$ cat src/rtl/wt_cache_pkg.sv
// Shared types and helpers for the write-through cache memory arbiter.
package wt_cache_pkg;

   // Arbitration policy selector.
   typedef enum logic {
      ARB_RR    = 1'b0,
      ARB_FIXED = 1'b1
   } wt_arb_mode_e;

   // Width of the source-index field in a memory tag (at least one bit).
   function automatic int unsigned idx_width(input int unsigned num_req);
      return (num_req <= 1) ? 1 : $clog2(num_req);
   endfunction

endpackage

$ cat src/rtl/wt_mem_arb_rr.sv
// Grant selector: round-robin from a rotating pointer, or lowest-index-first.
module wt_mem_arb_rr
   import wt_cache_pkg::*;
#(
   parameter int unsigned  NumReq = 2,
   parameter int unsigned  IdxW   = 1,
   parameter wt_arb_mode_e Mode   = ARB_RR
) (
   input  logic              clk_i,
   input  logic              rst_ni,
   input  logic [NumReq-1:0] elig_i,
   output logic [NumReq-1:0] gnt_c,
   output logic [IdxW-1:0]   gnt_idx_c,
   output logic              gnt_vld_c
);

   localparam int unsigned SumW = IdxW + 1;

   logic [IdxW-1:0]     ptr_q;
   logic [IdxW-1:0]     start_c;
   logic [2*NumReq-1:0] elig_dbl_c;
   logic [NumReq-1:0]   elig_rot_c;
   logic [IdxW-1:0]     first_c;
   logic [SumW-1:0]     sum_c;

   // Rotate eligibility so the search origin sits at bit 0, then find the first set bit.
   always_comb begin
      start_c    = (Mode == ARB_FIXED) ? '0 : ptr_q;
      elig_dbl_c = {elig_i, elig_i};
      elig_rot_c = elig_dbl_c[start_c +: NumReq];
      first_c    = '0;
      for (int i = int'(NumReq) - 1; i >= 0; i--) begin
         if (elig_rot_c[i]) first_c = IdxW'(i);
      end
      sum_c = {1'b0, start_c} + {1'b0, first_c};
      if (sum_c >= SumW'(NumReq)) sum_c = sum_c - SumW'(NumReq);
      gnt_vld_c = |elig_i;
      gnt_idx_c = IdxW'(sum_c);
      gnt_c     = '0;
      for (int i = 0; i < int'(NumReq); i++) begin
         gnt_c[i] = gnt_vld_c && (gnt_idx_c == IdxW'(i));
      end
   end

   // Pointer moves just past the winner; it holds when nothing is granted.
   always_ff @(posedge clk_i or negedge rst_ni) begin
      if (!rst_ni) begin
         ptr_q <= '0;
      end else if (gnt_vld_c) begin
         ptr_q <= (gnt_idx_c == IdxW'(NumReq - 1)) ? '0 : gnt_idx_c + IdxW'(1);
      end
   end

endmodule

$ cat src/rtl/wt_mem_arb.sv
// Merges N cache memory channels onto one adapter port, tags by source, routes returns back.
module wt_mem_arb
   import wt_cache_pkg::*;
#(
   parameter int unsigned NumReq         = 2,
   parameter int unsigned ReqWidth       = 128,
   parameter int unsigned RtrnWidth      = 256,
   parameter int unsigned TidWidth       = 2,
   parameter int unsigned MaxOutstanding = 4,
   parameter int unsigned ArbMode        = 0
) (
   input  logic                                        clk_i,
   input  logic                                        rst_ni,
   input  logic [NumReq-1:0]                           req_vld_i,
   output logic [NumReq-1:0]                           req_ack_o,
   input  logic [NumReq*ReqWidth-1:0]                  req_data_i,
   input  logic [NumReq*TidWidth-1:0]                  req_tid_i,
   output logic                                        mem_req_o,
   input  logic                                        mem_ack_i,
   output logic [ReqWidth-1:0]                         mem_data_o,
   output logic [wt_cache_pkg::idx_width(NumReq)+TidWidth-1:0] mem_tid_o,
   input  logic                                        mem_rtrn_vld_i,
   input  logic [wt_cache_pkg::idx_width(NumReq)+TidWidth-1:0] mem_rtrn_tid_i,
   input  logic [RtrnWidth-1:0]                        mem_rtrn_data_i,
   output logic [NumReq-1:0]                           rtrn_vld_o,
   output logic [RtrnWidth-1:0]                        rtrn_data_o,
   output logic [TidWidth-1:0]                         rtrn_tid_o,
   input  logic                                        drain_i,
   output logic                                        idle_o,
   output logic                                        err_o
);

   localparam int unsigned  IdxW = idx_width(NumReq);
   localparam int unsigned  TagW = IdxW + TidWidth;
   localparam int unsigned  CntW = $clog2(MaxOutstanding + 1);
   localparam wt_arb_mode_e Mode = (ArbMode == 1) ? ARB_FIXED : ARB_RR;

   logic [CntW-1:0]      cnt_q [NumReq];
   logic                 out_full_q;
   logic [ReqWidth-1:0]  out_data_q;
   logic [TagW-1:0]      out_tag_q;
   logic [NumReq-1:0]    rtrn_vld_q;
   logic [RtrnWidth-1:0] rtrn_data_q;
   logic [TidWidth-1:0]  rtrn_tid_q;
   logic                 err_q;

   logic                 load_ok_c;
   logic [NumReq-1:0]    elig_c;
   logic [NumReq-1:0]    gnt_c;
   logic [IdxW-1:0]      gnt_idx_c;
   logic                 gnt_vld_c;
   logic [ReqWidth-1:0]  sel_data_c;
   logic [TidWidth-1:0]  sel_tid_c;
   logic [IdxW-1:0]      rtrn_idx_c;
   logic [NumReq-1:0]    rtrn_ok_c;
   logic                 rtrn_bad_c;
   logic                 cnt_zero_c;

   // Output register may refill when empty or when its current entry retires this cycle.
   assign load_ok_c = !out_full_q || mem_ack_i;

   // A requester competes only with a free in-flight slot, no drain and a loadable register.
   always_comb begin
      elig_c = '0;
      for (int i = 0; i < int'(NumReq); i++) begin
         elig_c[i] = req_vld_i[i] && (cnt_q[i] < CntW'(MaxOutstanding)) && !drain_i && load_ok_c;
      end
   end

   wt_mem_arb_rr #(
      .NumReq (NumReq),
      .IdxW   (IdxW),
      .Mode   (Mode)
   ) u_sel (
      .clk_i     (clk_i),
      .rst_ni    (rst_ni),
      .elig_i    (elig_c),
      .gnt_c     (gnt_c),
      .gnt_idx_c (gnt_idx_c),
      .gnt_vld_c (gnt_vld_c)
   );

   // Payload and TID of the granted requester.
   always_comb begin
      sel_data_c = '0;
      sel_tid_c  = '0;
      for (int i = 0; i < int'(NumReq); i++) begin
         if (gnt_c[i]) begin
            sel_data_c = req_data_i[i*ReqWidth +: ReqWidth];
            sel_tid_c  = req_tid_i[i*TidWidth +: TidWidth];
         end
      end
   end

   // Classify a return; a slot already being delivered this cycle no longer counts as live.
   always_comb begin
      rtrn_idx_c = mem_rtrn_tid_i[TagW-1 -: IdxW];
      rtrn_ok_c  = '0;
      rtrn_bad_c = 1'b0;
      if (mem_rtrn_vld_i) begin
         rtrn_bad_c = 1'b1;
         for (int i = 0; i < int'(NumReq); i++) begin
            if ((rtrn_idx_c == IdxW'(i)) && (cnt_q[i] > CntW'(rtrn_vld_q[i]))) begin
               rtrn_ok_c[i] = 1'b1;
               rtrn_bad_c   = 1'b0;
            end
         end
      end
   end

   // In-flight counters: up on grant, down when the return is delivered upstream.
   always_ff @(posedge clk_i or negedge rst_ni) begin
      if (!rst_ni) begin
         for (int i = 0; i < int'(NumReq); i++) cnt_q[i] <= '0;
      end else begin
         for (int i = 0; i < int'(NumReq); i++) begin
            cnt_q[i] <= cnt_q[i] + CntW'(gnt_c[i]) - CntW'(rtrn_vld_q[i]);
         end
      end
   end

   // One-entry output register toward the memory adapter.
   always_ff @(posedge clk_i or negedge rst_ni) begin
      if (!rst_ni) begin
         out_full_q <= 1'b0;
         out_data_q <= '0;
         out_tag_q  <= '0;
      end else if (gnt_vld_c) begin
         out_full_q <= 1'b1;
         out_data_q <= sel_data_c;
         out_tag_q  <= {gnt_idx_c, sel_tid_c};
      end else if (mem_ack_i) begin
         out_full_q <= 1'b0;
      end
   end

   // Return register and sticky error flag.
   always_ff @(posedge clk_i or negedge rst_ni) begin
      if (!rst_ni) begin
         rtrn_vld_q  <= '0;
         rtrn_data_q <= '0;
         rtrn_tid_q  <= '0;
         err_q       <= 1'b0;
      end else begin
         rtrn_vld_q <= rtrn_ok_c;
         if (|rtrn_ok_c) begin
            rtrn_data_q <= mem_rtrn_data_i;
            rtrn_tid_q  <= mem_rtrn_tid_i[TidWidth-1:0];
         end
         err_q <= err_q | rtrn_bad_c;
      end
   end

   // Idle once nothing is in flight and the output register is empty.
   always_comb begin
      cnt_zero_c = 1'b1;
      for (int i = 0; i < int'(NumReq); i++) begin
         if (cnt_q[i] != '0) cnt_zero_c = 1'b0;
      end
   end

   assign req_ack_o   = gnt_c;
   assign mem_req_o   = out_full_q;
   assign mem_data_o  = out_data_q;
   assign mem_tid_o   = out_tag_q;
   assign rtrn_vld_o  = rtrn_vld_q;
   assign rtrn_data_o = rtrn_data_q;
   assign rtrn_tid_o  = rtrn_tid_q;
   assign idle_o      = cnt_zero_c && !out_full_q;
   assign err_o       = err_q;

endmodule

$ cat config.mk
export PLATFORM = sky130hd
export DESIGN_NAME = wt_mem_arb
export DESIGN_NICKNAME = d
export VERILOG_FILES = /design/src/rtl/wt_cache_pkg.sv /design/src/rtl/wt_mem_arb_rr.sv /design/src/rtl/wt_mem_arb.sv
export SDC_FILE = /design/constraint.sdc
export NUM_CORES = 1
export LEC_CHECK = 0
export CAP_MARGIN = 20
export CORE_AREA = 2 2 363 365
export DETAILED_ROUTE_END_ITERATION = 16
export DIE_AREA = 0 0 365 367
export PLACE_DENSITY_LB_ADDON = 0.15
export SKIP_CTS_REPAIR_TIMING = 1
export SLEW_MARGIN = 20
export SYNTH_ARGS = -nofsm -noshare
export SYNTH_HDL_FRONTEND = slang
export SYNTH_SLANG_ARGS = --single-unit
$ cat constraint.sdc
create_clock -name clk_i -period 2.3 [get_ports clk_i]
set_clock_uncertainty 0.1 [all_clocks]
set_input_delay 0.46 -clock clk_i [delete_from_list [all_inputs] [get_ports clk_i]]
set_output_delay 0.46 -clock clk_i [all_outputs]
set_load 0.03 [all_outputs]
==> impl_results.md <==
- # Max-Cap Violations: 0
- Detailed placer's ending HPWL: 66900 um
- Worst setup EP type: output port
- Share of the clock period used by the worst path: 108%
- FF-to-FF path depth: 10
- Post-synthesis register bit count: 400
- Number of instances in the placed design: 3743
- DR pass1 iterations: 9
- Critical register-to-register path endpoint: rtrn_data_o[202]$_DFFE_PN0P_
- Share of the yosys chip area belonging to registers: 60.6%
- Sequential share of power: 27.6%
- Area of the die: 0.134 mm^2
- Fin crit period: 2.49 ns
- Clock network latency to the later pin of the worst-skew pair: 0.63 ns
- Worst path arrival time: 1.93 ns
- Number of nets in the finished design: 2627
- Setup slack of the critical path after layout: -0.186 ns
- Number of library cell types mapped by synthesis: 32
- Type of origin of the critical path: register
- Endpoint, Worst Hold: rtrn_data_o[115]$_DFFE_PN0P_
- Number of port buffers: 921
- Static power due to leakage: 0.0174 uW
- Post-route DRC: 0
- Largest delay share family, worst path: simple AND/OR/NAND/NOR gates
- Max-slew violation count: 0
- GRT overflow: 0
- Count of non-filler cells in the finished layout: 3899
- Vias in the first global route: 14.8k
- Share of synthesized flip-flops with an asynchronous set or reset: 100%
- Area Overhead vs Synth: 96.8%
- Reg-to-reg slack, setup: -0.12 ns
- Max rail drop VDD: 0.559 mV
- Total internal power: 26400 uW
- Violations in the final reports: negative setup slack
- Most common cell after layout, fill and taps aside: clkdlybuf4s50_1
- Initial antenna violation count: 32
- Outcome: complete, but fails checks
- Synthesized Nets: 1574
- Wire length of the first global-routing pass: 113000 um
- Worst slack at placement: -0.310 ns
- Clock tree sinks: 400
- Crit path max fanout: 6
- Startpoint of the worst hold path: mem_rtrn_data_i[115]
- Syn_area_per_cell: 15.9 um^2
- Die Y: 367 um
- Clock-pin slew on the worst setup and hold paths: 0.06 ns
- Hold violation count in the final report: 0
- Gpl congestion: 0.775
- CTS H-Tree Depth: 2
- Worst EP required: 1.74 ns
- Initial core utilization: 12.7%
- Vias: 13.5k
- Reg2reg start: cnt_q[0]$_DFF_PN0_
- Num CTS Buffers: 54
- Slew at the pin with the worst max-slew slack: 0.671 ns
- Power per standard cell area: 1340 mW/mm^2
- Critical-path cell with the highest stage delay: dfrtp_1
- Delay of the slowest critical-path stage: 0.38 ns
- RSZ-0062 raised after global routing: yes
- Synthesized netlist cell count: 1040
- Crit path buffers/inverters: 3
- Area of the core: 0.130 mm^2
- Switching share of power: 39.5%
- Final WL: 85400 um
- Worst path cell trace: buf_6 -> nand2b_4 -> nor4_4 -> buf_12 -> buf_8
- Buffer cell driving the clock tree root: clkbuf_16
- Rows: 133
- Post-Layout Inst Area: 0.0325 mm^2
- Switching power summed over all nets: 17200 uW
- Final number of setup-violating endpoints: 211
- Post-synth design cell area: 0.0165 mm^2
- Rel. slew slack: 55.3%
- Post-DR wirelength/cell: 21.9 um
- Most used flip-flop cell after synthesis: dfrtp_1
- Layout cells sized above 1: 24.7%
- Worst hold-check path type: input port to register
- Count of yosys warnings during synthesis: 0
- Clock Path Buffers: 3
- GRT Total Usage: 11.8%
- Sum Neg Setup Slack: -11.10 ns
- Count of cells along the worst hold path: 2
- Maximum operating frequency: 0.402 GHz
- Number of enable flip-flop cells after synthesis: 0
- Largest net degree at the start of global routing: 52
- Clock tree from TritonCTS: yes
- Setup Crit Path Kind: register to output port
- Cell Area, Placed: 0.0285 mm^2
- Share of total power in the clock network: 20.3%
- Gate power share: 52.1%
- Post-detailed-route via-to-cell ratio: 3.45
- Count of routing violations after the opening detailed-route iteration: 887
- Count of nets left with antenna violations after detail routing: 0
- Die width: 365 um
- Leading cell types in the layout, fill and taps excluded: clkdlybuf4s50_1 (574), dfrtp_1 (400), dlymetal6s2s_1 (335), mux2_4 (257), inv_1 (140)
- I/O pin cnt: 922
## registers in the layout (all words and copies together), names as in the netlist
signal and count:
cnt_q 6, err_o 1, mem_data_o 128, mem_req_o 1
mem_tid_o 3, rtrn_data_o 256, rtrn_tid_o 2, rtrn_vld_o 2
u_sel.ptr_q 1
## through the flow
| step | utilization (%) | hold WS, ns | power [uW] |
|---|---|---|---|
| after global placement | 21.9 | 0.351 | 34100 |
| after CTS | 23.3 | -0.306 | 43500 |
| after floorplan | - | 0.0644 | 23700 |
| final | 24.9 | 0.319 | 43700 |
| after global routing | 24.9 | 0.268 | 46000 |
| after detailed placement | 21.9 | 0.360 | 34200 |
## area by class of cell
| cell class | instances | area, um^2 |
|---|---|---|
| Inverter | 142 | 536 |
| Antenna cell | 7 | 17.5 |
| Clock inverter | 20 | 249 |
| Fill cell | 13700 | 97900 |
| Tap cell | 1755 | 2200 |
| Clock buffer | 80 | 1630 |
| Sequential cell | 400 | 10000 |
| Multi-Input combinational cell | 426 | 5630 |
| Timing Repair Buffer | 1069 | 12300 |
## cells in the mapped netlist, types with 2 or more instances
library cell	count	area share (%)
a222oi_1	130	7.9
buf_2	22	0.67
buf_6	36	2.5
clkbuf_1	14	0.32
dfrtp_1	400	61
fa_1	2	0.24
ha_1	6	0.45
inv_1	142	3.2
mux2_2	38	2.6
mux2_4	220	20
nand2_1	3	0.068
nand2b_4	2	0.17
nor2_1	5	0.11
nor4_4	2	0.26
## logic make-up after synthesis
kind of cell	synth area share (%)
xor+xnor	0.106
flops	60.6
mux	22.6
simple gates	1.02
compound gates	8.36
buf+inv	6.66
fa+ha+maj	0.697
## worst max path at each step
stage / start / to / slack, ns / cells past startpoint
after detailed placement: mem_ack_i / mem_data_o[74]$_DFFE_PN0P_ / -0.31 / 7
after global placement: mem_ack_i / mem_data_o[88]$_DFFE_PN0P_ / -0.30 / 8
after floorplan: mem_req_o$_DFFE_PN0P_ / cnt_q[4]$_DFF_PN0_ / 0.0005 / 6
after CTS: cnt_q[1]$_DFF_PN0_ / idle_o / -0.47 / 5
after global routing: cnt_q[2]$_DFF_PN0_ / req_ack_o[1] / -0.27 / 5
final: cnt_q[2]$_DFF_PN0_ / req_ack_o[1] / -0.19 / 5
## layer usage
| metal | up-vias | wire length [um] | global-route usage, % |
|---|---|---|---|
| met5 | - | 255 | 0 |
| met4 | 42 | 1870 | 3.02 |
| met3 | 126 | 9350 | 5.50 |
| met2 | 677 | 42600 | 20.6 |
| met1 | 6673 | 31300 | 12.7 |
| li1 | 5947 | - | - |
## worst register-to-register path, stage by stage (launching register included)
cell and delay (ns):
dfrtp_1 0.38, inv_2 0.06, ha_4 0.27, inv_4 0.04, nor3_4 0.25, a2bb2oi_4 0.18, buf_12 0.15, buf_16 0.18
clkbuf_16 0.24, clkbuf_16 0.17, mux2_4 0.29
## power by group through the flow
stage	Clock (uW)	Combinational, uW	Sequential, uW
floorplan	0	5930	17800
global placement	0	21900	12200
detailed placement	0	22000	12200
CTS	9290	22000	12200
global route	9580	23900	12500
finish	8880	22700	12100
Power figures use the tool's default switching activity.
